[src/rtl/rst_seq_pkg.sv]
// Shared types and defaults for the staged reset sequencer.
// Holds the state encoding and a helper for sizing the shared down-counter.
package rst_seq_pkg;

  typedef enum logic [1:0] {
    ST_HOLD    = 2'd0,
    ST_RELEASE = 2'd1,
    ST_RUN     = 2'd2,
    ST_QUIESCE = 2'd3
  } state_e;

  localparam int DEF_NUM_DOMAINS     = 4;
  localparam int DEF_HOLD_CYCLES     = 16;
  localparam int DEF_STAGE_GAP       = 4;
  localparam int DEF_QUIESCE_TIMEOUT = 64;

  function automatic int max3(input int a, input int b, input int c);
    int m;
    m = (a > b) ? a : b;
    return (m > c) ? m : c;
  endfunction

endpackage

[src/rtl/rst_seq_sync.sv]
// Two-flop reset synchronizer: asserts asynchronously with rst_n and
// releases on the second clock edge after rst_n rises.
module rst_sync_cell (
  input  logic clk,
  input  logic rst_n,
  output logic srst_n
);

  logic meta_reg;
  logic sync_reg;

  always_ff @(posedge clk or negedge rst_n) begin
    if (!rst_n) begin
      meta_reg <= 1'b0;
      sync_reg <= 1'b0;
    end else begin
      meta_reg <= 1'b1;
      sync_reg <= meta_reg;
    end
  end

  assign srst_n = sync_reg;

endmodule

[src/rtl/rst_seq.sv]
// Reset sequencer: holds all domains in reset, releases them one by one,
// and runs a quiesce handshake before any software-requested reset.
module rst_seq
  import rst_seq_pkg::*;
#(
  parameter int NUM_DOMAINS     = DEF_NUM_DOMAINS,
  parameter int HOLD_CYCLES     = DEF_HOLD_CYCLES,
  parameter int STAGE_GAP       = DEF_STAGE_GAP,
  parameter int QUIESCE_TIMEOUT = DEF_QUIESCE_TIMEOUT
) (
  input  logic                   clk,
  input  logic                   rst_n,
  input  logic                   sw_rst_req,
  output logic                   sw_rst_ack,
  output logic                   quiesce_req,
  input  logic                   quiesce_ack,
  output logic [NUM_DOMAINS-1:0] rst_out_n,
  output logic                   rst_done,
  output logic                   timeout_flag
);

  localparam int CNT_W = $clog2(max3(HOLD_CYCLES, STAGE_GAP, QUIESCE_TIMEOUT) + 1);
  localparam int IDX_W = (NUM_DOMAINS > 1) ? $clog2(NUM_DOMAINS) : 1;

  // Loads are one less than the interval because the zero cycle itself counts.
  localparam logic [CNT_W-1:0] HOLD_LOAD = CNT_W'(HOLD_CYCLES - 1);
  localparam logic [CNT_W-1:0] GAP_LOAD  = CNT_W'(STAGE_GAP - 1);
  localparam logic [CNT_W-1:0] QT_LOAD   = CNT_W'(QUIESCE_TIMEOUT - 1);

  logic srst_n;

  rst_sync_cell u_sync (
    .clk    (clk),
    .rst_n  (rst_n),
    .srst_n (srst_n)
  );

  state_e                 state_reg, state_next;
  logic [CNT_W-1:0]       cnt_reg, cnt_next;
  logic [IDX_W-1:0]       idx_reg, idx_next;
  logic [NUM_DOMAINS-1:0] out_reg, out_next;
  logic                   done_reg, done_next;
  logic                   ack_reg, ack_next;
  logic                   qreq_reg, qreq_next;
  logic                   tflag_reg, tflag_next;
  logic                   sw_seq_reg, sw_seq_next;

  always_ff @(posedge clk or negedge srst_n) begin
    if (!srst_n) begin
      state_reg  <= ST_HOLD;
      cnt_reg    <= HOLD_LOAD;
      idx_reg    <= '0;
      out_reg    <= '0;
      done_reg   <= 1'b0;
      ack_reg    <= 1'b0;
      qreq_reg   <= 1'b0;
      tflag_reg  <= 1'b0;
      sw_seq_reg <= 1'b0;
    end else begin
      state_reg  <= state_next;
      cnt_reg    <= cnt_next;
      idx_reg    <= idx_next;
      out_reg    <= out_next;
      done_reg   <= done_next;
      ack_reg    <= ack_next;
      qreq_reg   <= qreq_next;
      tflag_reg  <= tflag_next;
      sw_seq_reg <= sw_seq_next;
    end
  end

  always_comb begin
    state_next  = state_reg;
    cnt_next    = cnt_reg;
    idx_next    = idx_reg;
    out_next    = out_reg;
    done_next   = done_reg;
    ack_next    = ack_reg;
    qreq_next   = qreq_reg;
    tflag_next  = tflag_reg;
    sw_seq_next = sw_seq_reg;

    if (ack_reg && !sw_rst_req) begin
      ack_next = 1'b0;
    end

    case (state_reg)
      ST_HOLD: begin
        if (cnt_reg == '0) begin
          state_next  = ST_RELEASE;
          out_next[0] = 1'b1;
          idx_next    = IDX_W'(1);
          cnt_next    = GAP_LOAD;
        end else begin
          cnt_next = cnt_reg - CNT_W'(1);
        end
      end
      ST_RELEASE: begin
        // rst_done trails the last release by one cycle.
        if (&out_reg) begin
          state_next = ST_RUN;
          done_next  = 1'b1;
          if (sw_seq_reg) begin
            ack_next    = 1'b1;
            sw_seq_next = 1'b0;
          end
        end else if (cnt_reg == '0) begin
          out_next[idx_reg] = 1'b1;
          idx_next          = idx_reg + IDX_W'(1);
          cnt_next          = GAP_LOAD;
        end else begin
          cnt_next = cnt_reg - CNT_W'(1);
        end
      end
      ST_RUN: begin
        if (sw_rst_req && !ack_reg) begin
          state_next  = ST_QUIESCE;
          qreq_next   = 1'b1;
          cnt_next    = QT_LOAD;
          tflag_next  = 1'b0;
          sw_seq_next = 1'b1;
        end
      end
      ST_QUIESCE: begin
        // An ack arriving on the timeout cycle still counts as a clean drain.
        if (quiesce_ack || cnt_reg == '0) begin
          state_next = ST_HOLD;
          qreq_next  = 1'b0;
          out_next   = '0;
          done_next  = 1'b0;
          idx_next   = '0;
          cnt_next   = HOLD_LOAD;
          if (!quiesce_ack) begin
            tflag_next = 1'b1;
          end
        end else begin
          cnt_next = cnt_reg - CNT_W'(1);
        end
      end
      default: begin
        state_next = ST_HOLD;
      end
    endcase
  end

  assign rst_out_n    = out_reg;
  assign rst_done     = done_reg;
  assign sw_rst_ack   = ack_reg;
  assign quiesce_req  = qreq_reg;
  assign timeout_flag = tflag_reg;

endmodule

[config.mk]
export PLATFORM = sky130hd
export DESIGN_NAME = rst_seq
export DESIGN_NICKNAME = d
export VERILOG_FILES = /design/src/rtl/rst_seq_pkg.sv /design/src/rtl/rst_seq_sync.sv /design/src/rtl/rst_seq.sv
export SDC_FILE = /design/constraint.sdc
export NUM_CORES = 1
export LEC_CHECK = 0
export ABC_AREA = 1
export CORE_UTILIZATION = 40
export CTS_CLUSTER_SIZE = 8
export DETAILED_ROUTE_END_ITERATION = 16
export GPL_ROUTABILITY_DRIVEN = 0
export GPL_TIMING_DRIVEN = 0
export PLACE_DENSITY = 0.62
export SKIP_LAST_GASP = 1
export SYNTH_ARGS = -nofsm -noshare
export SYNTH_HDL_FRONTEND = slang
export SYNTH_HIERARCHICAL = 1
export SYNTH_SLANG_ARGS = --single-unit
[constraint.sdc]
create_clock -name clk -period 1.25 [get_ports clk]
set_input_delay 0.125 -clock clk [delete_from_list [all_inputs] [get_ports clk]]
set_output_delay 0.125 -clock clk [all_outputs]
set_load 0.01 [all_outputs]
After elaboration in Yosys (flattened, before gate mapping)
Index checks and enable logic that the tools add are counted.
- word-level logic and storage cells: 84
- input port bits: 4
- output and inout bits: 8
- register bits after elaboration: 22
- equal/unequal tests: 10
- $add $sub $neg: 2
- $lt $le $gt $ge: 2
- bitwise logic cells: 1
- muxes and demuxes: 36
- reduce and logical (&&, ||, !) cells: 21
- operators by type and width (kind ; number):
    7-bit 2-to-1 mux ; 4
    7-bit case mux with 4 select lines ; 1
    4-bit AND reduction ; 4
    2-bit != test (second input constant) ; 7
    1-bit 2-to-1 mux ; 13
    2-bit 2-to-1 mux ; 6
    4-bit 2-to-1 mux ; 3
    3-bit AND reduction ; 3
    1-bit case mux with 2 select lines ; 4
    2-bit case mux with 4 select lines ; 1
    7-bit logical NOT ; 1
    7-bit by 1-bit subtractor with 7-bit output (second input constant) ; 1
    2-bit case mux with 3 select lines ; 1
    3-bit case mux with 2 select lines ; 1
    2-bit nonzero test ; 3
    5-bit AND reduction ; 1
    2-bit == test (second input constant) ; 2
    4-bit bitwise OR ; 1
    1-bit logical AND ; 3
    2-bit by 3-bit < comparator with 1-bit output (second input constant) ; 1
    1-bit case mux with 3 select lines ; 1
    3-bit nonzero test ; 1
    2-bit by 1-bit adder with 2-bit output (second input constant) ; 1
    1-bit demux with 2-bit select ; 1
    other kinds (6) ; 7

Longest topological paths before layout
Gate-level depths: netlist (run 1).
- depth in word-level cells: 8
- mapped depth: 11
- gate-level depth less buffers: 11

By module
The synthesis (run 1) kept the hierarchy.
- modules (own cells, without submodules) (module ; seq. area each (um^2) ; cells each ; instances ; area an instance (um^2)):
    rst_seq ; 505.5 ; 178 ; 1 ; 1330.0
    rst_sync_cell ; 50.0 ; 3 ; 1 ; 53.8

Worst setup path before layout (run 1)
Ideal clock, no wire load.
- path type: reg-to-reg
- start point: reg cnt_reg[0]
- end point: reg out_reg[0], in the netlist rst_out_n[0]
- period minus slack after synthesis: 1.461 ns
- path buffers: 0
- stages on the path, launching flop included: 10
- slack: -0.211 ns
- arrival: 1.344 ns
- required time: 1.133 ns
- setup time: 0.117 ns
- cells stage by stage: dfstp_2 inv_1 ha_1 inv_1 nor2_1 nand3_4 o21bai_1 nand3_1 nand2_1 nand2_1
- longest elaborated chain between the ends: 4
- elaborated cells on any way between the ends: 6
- classes of those cells: 3 x eq/ne; 3 x reduce/logical
- RTL lines (element ; RTL line ; source):
    start, declared ; rst_seq.sv:39 ; logic [CNT_W-1:0] cnt_reg, cnt_next;
    start signal, assigned ; rst_seq.sv:61 ; cnt_reg <= cnt_next;
    7-bit logical NOT * ; rst_seq.sv:89, rst_seq.sv:107, rst_seq.sv:126 ;
    1-bit logical OR ; rst_seq.sv:126 ; if (quiesce_ack || cnt_reg == '0) begin
    2-bit != test (no source line) ; - ;
    5-bit AND reduction (no source line) * ; - ;
    end signal, assigned ; rst_seq.sv:63 ; out_reg <= out_next;
    end, declared ; rst_seq.sv:41 ; logic [NUM_DOMAINS-1:0] out_reg, out_next;
Every way passes the cells marked *; elsewhere a longest branch is shown, timed or not.
A chain may end at the register's enable or synchronous reset.

Final worst setup path (run 1)
- start point: reg cnt_reg[1]
- end point: reg cnt_reg[2]
- longest elaborated chain between the ends: 4
- elaborated cells on any way between the ends: 7
- classes of those cells: 1 x add/sub; 4 x mux; 2 x reduce/logical
- RTL lines (element ; RTL line ; source):
    7-bit by 1-bit subtractor with 7-bit output / 7-bit logical NOT (equally long branches) ; - ;
    7-bit 2-to-1 mux / 1-bit logical OR (equally long branches) ; rst_seq.sv:89, rst_seq.sv:107, rst_seq.sv:126 ;
    7-bit 2-to-1 mux, on equally long branches ; rst_seq.sv:100, rst_seq.sv:126 ;
    7-bit case mux with 4 select lines * ; rst_seq.sv:87 ; case (state_reg)
Every way passes the cells marked *; elsewhere a longest branch is shown, timed or not. The select of a mux whose other input is x is not followed.

==> flow_summary.toml, run 1 <==
[outcome]
status = "finished, violations left"
violations = "negative setup slack"

[floorplan]
dieArea_mm2 = 0.00370
chipHeight_um = 60.8
rows = 20
die_x_um = 60.8
core_area_mm2 = 0.00318
initial_core_util_pct = 43.5
ioPinCount = 12

[global_route]
grt_max_degree = 21
gr-total-overflow = 0
grt_first_pass_wirelength_mm = 5.12
grt_use_total_pct = 19.3
antenna_found_initial = 0
grt_pass1_vias = 1185

[pwr]
p_int_mw = 2.68
combPwrFrac_pct = 64.7
swShare_pct = 46.1
power_frac_clock_pct = 8.0
power_frac_seq_pct = 27.3
p_leak_nw = 0.962
cellPowerDensity_mw_per_mm2 = 2520
irDropWorstVdd_v = 0.00141
netSwitchingPower_mw = 2.29

[logic_synthesis]
ys_types = 25
synthCells = 181
syn_area_mm2 = 0.00138
ys_seq_elements = 22
synth-warning-count = 6
ys_seq_area_share_pct = 40.1
synth_top_area_share_pct = 32.5
syn_avg_cell_area_um2 = 7.65
synth.area.top_cells = "dfrtp_1 33%, nand2_1 14%, ha_1 9.9%, dfstp_2 7.6%, inv_1 6.5%"
synth_nets = 196
synth_top_cell_by_area = "dfrtp_1"

[critical_path]
required_ns = 1.51
crit_chain = "inv_2 > ha_4 > inv_2 > nor2_4 > nand3_4 > buf_4 > nand2_2 > a21oi_2 > nand2_1 > nand2_1 > inv_1"
endpoint = "cnt_reg[2]$_DFFE_PN1P_"
critical_path.max_stage_delay_ns = 0.56
reg2reg_depth = 11
reg2reg_from = "cnt_reg[1]$_DFFE_PN1P_"
path_max_fanout = 5
cp-end-kind = "flop"
worst_setup_path_start_kind = "flop"
cp.arrival_ns = 1.78
r2r_end = "cnt_reg[2]$_DFFE_PN1P_"
slowest_stage = "dfstp_2"
crit_type = "flop to flop"
reg2reg_slack_ns = -0.27
cp-startpoint = "cnt_reg[1]$_DFFE_PN1P_"

[sta]
setup_slack_ns = -0.268
hold_viol = 0
setup-violations-final = 19
rsz0062_at_grt = "true"
fin_hold_ws_ns = 0.337
tightest_slew_ns = 0.802
layout_min_cycle_time_ns = 1.52
post-route-period-util_pct = 121
max_freq_ghz = 0.659
skew_ns = 0.00389
relSlewSlack_pct = 46.5
slew_viol_final = 0

[detailed_routing]
vias = 1253
avgViaCountPerCell = 4.78
first_pass_iters = 4
antenna_left = 0
wl_mm = 3.18
wl_per_cell_um = 12.1
post-route-drc-count = 0
drt-initial-drc-count = 60

[cts]
cts-root-buf = "clkbuf_4"
clk_pin_slew_ns = 0.12
cts_tree = "done"
cts_made_buffers = 3
clock_sinks = 22
clockBufferDepth = 2
cts-htree-levels = 1
insertion_delay_ns = 0.31

[place]
portBuffers = 11
detailed_place_hpwl_mm = 2.23
preCtsSetupSlack_ns = -0.294
dp.cells = 236

[final_layout]
layout.area.seq_um2 = 557
n_antenna_cell = 0
layout-drive-gt1-share_pct = 34.4
largest_reg_flops = 7
nNetsFinal = 234
fillers = 297
most-common-layout-cells = "47 x nand2_1, 17 x nor2_1, 17 x dfrtp_1, 16 x buf_4, 15 x inv_1"
multi_input_comb_area_um2 = 920
area_delta_synth_final_pct = 42.5
layout_commonest_cell = "nand2_1"
fin_cells = 262

[run]
maxCapViolCount = 0

[min_path]
hold_class = "flop to asynchronous set/reset pin"
metal layers:
metal  track usage (%)  part of all wire [%]  wire, um  up-vias
met1              22.4                    42      1320      600
met4              7.79                   1.1        36        0
met5                 0                     0         0        -
li1                  -                     -         -      638
met2              36.1                    55      1750       11
met3              1.92                   2.1        67        4
cell type report:
class | count | area share [%]
flip-flops and latches | 22 | 28.2
well taps | 44 | 2.79
plain buffers | 1 | 0.571
inverters | 25 | 5.52
clock buffers | 4 | 1.84
repair buffers | 32 | 14.4
multi-input cells | 134 | 46.6
synth_stat cells:
library cell  count
buf_2             1
nor3_1            1
dfstp_2           4
nand4_1           1
o21ai_2           1
conb_1            1
nor2_2            4
nor2_4            1
nor2_1           23
o21bai_1          1
xnor2_1           2
nand3_1           8
nand2_1          52
o211ai_1          1
inv_2             1
a21oi_1           9
dfrtp_1          18
xor2_1            2
nand3_4           2
or2_1             1
o21ai_0           9
ha_1             11
inv_1            24
nand2_2           1
nand2_4           2
how the worst min path moves through the flow:
stage	start	end	slack, ns	cells after the start
floorplan	rst_n	u_sync/meta_reg$_DFF_PN0_	-0.17	0
global placement	rst_n	u_sync/meta_reg$_DFF_PN0_	0.29	1
detailed placement	rst_n	u_sync/srst_n$_DFF_PN0_	0.30	1
CTS	u_sync/meta_reg$_DFF_PN0_	u_sync/srst_n$_DFF_PN0_	0.37	0
global route	u_sync/meta_reg$_DFF_PN0_	u_sync/srst_n$_DFF_PN0_	0.37	0
finish	u_sync/srst_n$_DFF_PN0_	cnt_reg[5]$_DFFE_PN0P_	0.34	0
power groups by stage:
stage               Combinational [mW]  Sequential [mW]  Clock [mW]
floorplan                         1.62             1.35           0
global placement                  2.16             1.35           0
detailed placement                2.26             1.36           0
CTS                               2.71             1.35       0.411
global route                      3.59             1.40       0.434
finish                            3.22             1.36       0.396
worst max-delay path, delay by kind of cell, from the launching register on:
| kind | cells | cell delay, ns |
|---|---|---|
| adder cells (fa/ha/maj) | 1 | 0.15 |
| flip-flops | 1 | 0.56 |
| AO/OA/AOI/OAI | 1 | 0.15 |
| buffers and inverters | 4 | 0.27 |
| AND/OR/NAND/NOR | 5 | 0.32 |
metrics by stage:
step | utilization, % | setup TNS (ns) | instance area [um^2] | power [mW]
floorplan | - | -1.54 | 1420 | 2.97
detailed placement | 49.8 | -4.53 | 1580 | 3.62
CTS | 56.9 | -3.58 | 1810 | 4.47
finish | 62.0 | -4.34 | 1970 | 4.98
global route | 62.0 | -5.63 | 1970 | 5.43
global placement | 49.8 | -3.71 | 1580 | 3.51
repair_timing:
action | CTS | global route
pin swaps | 14 | 15
setup buffers | 11 | 9
endpoints found under the setup margin | 27 | 20
gates cloned | 1 | 0
gates resized for setup | 34 | 24
hold buffers | 1 | 0
endpoints found under the hold margin | 2 | 0
kinds of logic after synthesis:
kind of cell,Yosys count,share of synthesized area [%]
compound gates,21,8.23
buf+inv,26,7.14
flops,22,40.1
other cells,1,0.271
xor+xnor,4,2.53
fa+ha+maj,11,9.95
simple gates,96,31.7
(Power assumes the default switching activity.)
==> run 2: changes to the inputs <==
- PLACE_DENSITY: 0.62 -> 0.56
==> run 2 against run 1 <==
Compared with the run above:
- the run still ends with negative setup slack left
- routed wire length grew 1.0%
- sequential cell count is the same
- clock skew shrank 0.00096 ns
- worst setup slack lost 0.021 ns
- register-to-register slack lost 0.02 ns
- via count shrank 0.96%
- combinational power shrank 8.1%
- die area is the same
- critical path type unchanged
- largest power group unchanged
==> flow_summary.toml, run 2 (synthesized netlist as in run 1, its figures left out) <==
[global_route]
grt_max_degree = 21
antenna_found_initial = 0
grt_use_total_pct = 18.4
grt_pass1_vias = 1203
grt_first_pass_wirelength_mm = 4.97
gr-total-overflow = 0

[min_path]
hold_class = "flop to asynchronous set/reset pin"

[floorplan]
ioPinCount = 12
dieArea_mm2 = 0.00370
initial_core_util_pct = 43.5
core_area_mm2 = 0.00318
chipHeight_um = 60.8
rows = 20
die_x_um = 60.8

[sta]
hold_viol = 0
tightest_slew_ns = 0.848
rsz0062_at_grt = "true"
post-route-period-util_pct = 123
relSlewSlack_pct = 43.5
slew_viol_final = 0
setup_slack_ns = -0.289
layout_min_cycle_time_ns = 1.54
max_freq_ghz = 0.650
setup_tns_ns = -4.07
setup-violations-final = 20
skew_ns = 0.00293

[outcome]
violations = "negative setup slack"
status = "finished, violations left"

[final_layout]
final_area_mm2 = 0.00190
largest_reg_flops = 7
fin_cells = 259
area_delta_synth_final_pct = 37.3
most-common-layout-cells = "48 x nand2_1, 19 x nor2_1, 17 x dfrtp_1, 16 x buf_4, 15 x inv_1"
nNetsFinal = 231
layout-drive-gt1-share_pct = 31.6
layout_commonest_cell = "nand2_1"
n_antenna_cell = 0

[place]
preCtsSetupSlack_ns = -0.290
dp.cells = 236
portBuffers = 11
post_dp_cell_area_mm2 = 0.00158
detailed_place_hpwl_mm = 2.20

[critical_path]
reg2reg_from = "cnt_reg[0]$_DFFE_PN1P_"
required_ns = 1.47
cp.arrival_ns = 1.76
crit_chain = "inv_4 > ha_4 > inv_2 > nor2_4 > nand3_4 > o21bai_1 > nand3_1 > nand2_1 > nand2_1"
r2r_end = "rst_out_n[1]$_DFFE_PN0P_"
cp-end-kind = "flop"
cp-startpoint = "cnt_reg[0]$_DFFE_PN1P_"
crit_type = "flop to flop"
crit_top_cell = "nand2_1"
critical_path.max_stage_delay_ns = 0.41
endpoint = "rst_out_n[1]$_DFFE_PN0P_"
slowest_stage = "dfstp_2"
reg2reg_slack_ns = -0.29
worst_setup_path_start_kind = "flop"
reg2reg_depth = 9
path_max_fanout = 5

[detailed_routing]
avgViaCountPerCell = 4.79
wl_per_cell_um = 12.4
drt-initial-drc-count = 34
wl_mm = 3.21
antenna_left = 0
vias = 1241
post-route-drc-count = 0
first_pass_iters = 4

[pwr]
swShare_pct = 44.9
p_int_mw = 2.69
p_leak_nw = 0.939
power_frac_seq_pct = 27.6
power_frac_clock_pct = 11.6
cellPowerDensity_mw_per_mm2 = 2560
irDropWorstVdd_v = 0.00112
power.total_mw = 4.87
combPwrFrac_pct = 60.7
netSwitchingPower_mw = 2.19

[cts]
cts-htree-levels = 1
cts-root-buf = "clkbuf_4"
clk_pin_slew_ns = 0.13
insertion_delay_ns = 0.32
cts_tree = "done"
clockBufferDepth = 2
cts_made_buffers = 3
clock_sinks = 22

[run]
maxCapViolCount = 0
==> run 2: worst min path at each step <==
stage	start	end	slack, ns	depth (start not counted)
finish	u_sync/srst_n$_DFF_PN0_	cnt_reg[5]$_DFFE_PN0P_	0.36	0
global route	u_sync/meta_reg$_DFF_PN0_	u_sync/srst_n$_DFF_PN0_	0.39	0
CTS	u_sync/meta_reg$_DFF_PN0_	u_sync/srst_n$_DFF_PN0_	0.37	0
detailed placement	rst_n	u_sync/meta_reg$_DFF_PN0_	0.30	1
global placement	rst_n	u_sync/srst_n$_DFF_PN0_	0.29	1
floorplan	rst_n	u_sync/meta_reg$_DFF_PN0_	-0.17	0
==> run 2: critical path, delay by kind of cell (launching register included) <==
kind	cells	cell delay, ns
AO/OA/AOI/OAI	1	0.23
adder cells (fa/ha/maj)	1	0.12
buffers and inverters	2	0.10
AND/OR/NAND/NOR	5	0.59
flip-flops	1	0.41
==> run 2: through the flow <==
stage               util, %  hold WS, ns
floorplan                 -       -0.171
finish                 59.8        0.361
detailed placement     49.8        0.296
CTS                    57.3        0.371
global placement       49.8        0.294
global route           59.8        0.387
==> run 2: repair_timing <==
action / in CTS / in global routing
hold endpoints to repair: 2 / 0
endpoints found under the setup margin: 27 / 20
resized for setup: 32 / 13
cloned: 1 / 0
pin swaps: 12 / 5
hold buffers: 1 / 0
buffers inserted: 13 / 4
==> run 2: cell type report <==
cell class | count | area [um^2]
inverters | 25 | 101
clock inverters | 1 | 30.0
flip-flops and latches | 22 | 557
multi-input cells | 134 | 882
fillers | 315 | 1280
plain buffers | 1 | 11.3
well taps | 44 | 55.1
repair buffers | 29 | 241
clock buffers | 3 | 22.5
==> run 2: power groups by stage <==
stage               registers [mW]  logic, mW  clock network (mW)
floorplan                     1.35       1.62                   0
global placement              1.35       2.17                   0
detailed placement            1.36       2.25                   0
CTS                           1.34       2.73               0.571
global route                  1.38       3.31               0.607
finish                        1.35       2.96               0.567
==> run 2: metal layers <==
metal	up-vias	track usage (%)	part of all wire, %
li1	634	-	-
met1	597	20.9	43
met2	6	34.7	55
met3	4	2.56	1.2
met4	0	6.82	0.81
met5	-	0	0
==> run 3: changes to the inputs <==
- TNS_END_PERCENT: unset -> 20
==> run 3 against run 2 <==
Compared with the run above:
- routed wire length fell by 9.1%
- maximum frequency increased by 2.6%
- critical path type unchanged
- via count decreased by 4.1%
- sequential share of layout area up 2.3 points
- final cell count down 4.2%
- first-iteration DRC count rose by 85%
- critical endpoint is now idx_reg[0]$_DFFE_PN0P_
- the flow still finishes with violations (negative setup slack)
==> flow_summary.toml, run 3 (synthesized netlist as in run 1, its figures left out) <==
[global_route]
antenna_found_initial = 0
gr-total-overflow = 0
grt_use_total_pct = 20.0
grt_first_pass_wirelength_mm = 5.49
grt_max_degree = 21
grt_pass1_vias = 1229

[critical_path]
cp.arrival_ns = 1.73
path_max_fanout = 7
critical_path.max_stage_delay_ns = 0.58
required_ns = 1.48
crit_type = "flop to flop"
crit_family = "simple AND/OR/NAND/NOR gates"
worst_setup_path_start_kind = "flop"
reg2reg_slack_ns = -0.25
r2r_end = "idx_reg[0]$_DFFE_PN0P_"
cp-end-kind = "flop"
crit_chain = "inv_4 > ha_4 > inv_4 > nor2_4 > nand3_4 > nand3_4 > nand2_4 > nor2_4 > nand2_1 > nand2_1"
reg2reg_from = "cnt_reg[0]$_DFFE_PN1P_"
slowest_stage = "dfstp_2"
cp_num_buf_inv = 2
reg2reg_depth = 10

[final_layout]
largest_reg_flops = 7
most-common-layout-cells = "48 x nand2_1, 20 x nor2_1, 19 x inv_1, 17 x dfrtp_1, 11 x clkdlybuf4s50_1"
nNetsFinal = 220
area_delta_synth_final_pct = 27.2
layout-drive-gt1-share_pct = 23.0
layout_commonest_cell = "nand2_1"
n_antenna_cell = 0
utilization_pct = 55.4

[sta]
relSlewSlack_pct = 45.0
setup_slack_ns = -0.251
layout_min_cycle_time_ns = 1.50
hold_viol = 0
post-route-period-util_pct = 120
slew_viol_final = 0
tightest_slew_ns = 0.824
max_freq_ghz = 0.666
skew_ns = 0.00214
setup-violations-final = 27
fin_hold_ws_ns = 0.351
rsz0062_at_grt = "true"

[run]
maxCapViolCount = 0

[pwr]
swShare_pct = 46.6
netSwitchingPower_mw = 2.07
power_frac_clock_pct = 9.4
power.total_mw = 4.45
p_int_mw = 2.37
irDropWorstVdd_v = 0.00111
p_leak_nw = 0.864
cellPowerDensity_mw_per_mm2 = 2530
power_frac_seq_pct = 30.5
combPwrFrac_pct = 60.1

[floorplan]
dieArea_mm2 = 0.00370
initial_core_util_pct = 43.5
rows = 20
chipHeight_um = 60.8
ioPinCount = 12
die_x_um = 60.8
core_area_mm2 = 0.00318

[place]
detailed_place_hpwl_mm = 2.06
portBuffers = 11

[detailed_routing]
drt-initial-drc-count = 63
first_pass_iters = 4
avgViaCountPerCell = 4.80
antenna_left = 0
vias = 1190
wl_per_cell_um = 11.8
post-route-drc-count = 0
wl_mm = 2.92

[min_path]
hold_class = "flop to asynchronous set/reset pin"

[outcome]
violations = "negative setup slack"
status = "finished, violations left"

[cts]
clk_pin_slew_ns = 0.13
insertion_delay_ns = 0.32
cts_made_buffers = 3
cts_tree = "done"
clockBufferDepth = 2
clock_sinks = 22
cts-root-buf = "clkbuf_4"
cts-htree-levels = 1
==> run 3: cell types whose count changed in the layout (fill, tap and decap cells not counted), sizes merged <==
| cell | previous run | this run |
|---|---|---|
| clkdlybuf4s50 | 3 | 11 |
| bufinv | 1 | 0 |
| clkbuf | 3 | 4 |
| buf | 18 | 7 |
| dlygate4sd2 | 8 | 0 |
==> run 3: worst max-delay path by stage <==
| stage | cells after the start | endpoint | slack (ns) | from |
|---|---|---|---|---|
| 2_1_floorplan | 10 | rst_out_n[1]$_DFFE_PN0P_ | -0.12 | cnt_reg[0]$_DFFE_PN1P_ |
| 3_3_place_gp | 8 | state_reg[1]$_DFFE_PN0P_ | -0.29 | sw_rst_req |
| 3_5_place_dp | 7 | state_reg[0]$_DFFE_PN0P_ | -0.34 | state_reg[1]$_DFFE_PN0P_ |
| 4_1_cts | 10 | quiesce_req$_DFFE_PN0P_ | -0.24 | cnt_reg[0]$_DFFE_PN1P_ |
| 5_1_grt | 11 | timeout_flag$_DFFE_PN0P_ | -0.34 | cnt_reg[0]$_DFFE_PN1P_ |
| 6_report | 10 | idx_reg[0]$_DFFE_PN0P_ | -0.25 | cnt_reg[0]$_DFFE_PN1P_ |
==> run 3: metal layers <==
| metal | share of wire [%] | track usage (%) |
|---|---|---|
| met4 | 1.4 | 7.14 |
| met5 | 0 | 0 |
| met3 | 2.4 | 2.56 |
| met1 | 52 | 28.0 |
| met2 | 44 | 31.9 |
==> run 3: power groups by stage <==
stage	sequential [mW]	clock (mW)	combinational [mW]
2_1_floorplan	1.35	0	1.61
3_3_place_gp	1.35	0	2.14
3_5_place_dp	1.36	0	2.21
4_1_cts	1.36	0.429	2.52
5_1_grt	1.41	0.455	3.04
6_report	1.36	0.419	2.67
==> run 3: cell type report <==
class,instances,area [um^2]
multi-input cells,134,841
flip-flops and latches,22,557
repair buffers,18,165
inverters,25,98.8
clock buffers,4,36.3
well taps,44,55.1
fillers,318,1420
plain buffers,1,7.51
==> run 3: through the flow <==
stage | cell area [um^2] | std cells | setup TNS [ns] | setup slack [ns]
global route | 1760 | 248 | -7.34 | -0.341
floorplan | 1410 | 181 | -1.62 | -0.118
global placement | 1570 | 236 | -4.20 | -0.291
finish | 1760 | 248 | -4.92 | -0.251
detailed placement | 1570 | 236 | -4.90 | -0.344
CTS | 1720 | 246 | -4.90 | -0.237
==> run 3: repair_timing <==
action	4_1_cts	5_1_grt
gates cloned	1	0
endpoints found under the setup margin	27	28
buffers inserted	4	2
hold buffers	1	0
hold endpoints to repair	2	0
pin swaps	7	7
resized for setup	15	8
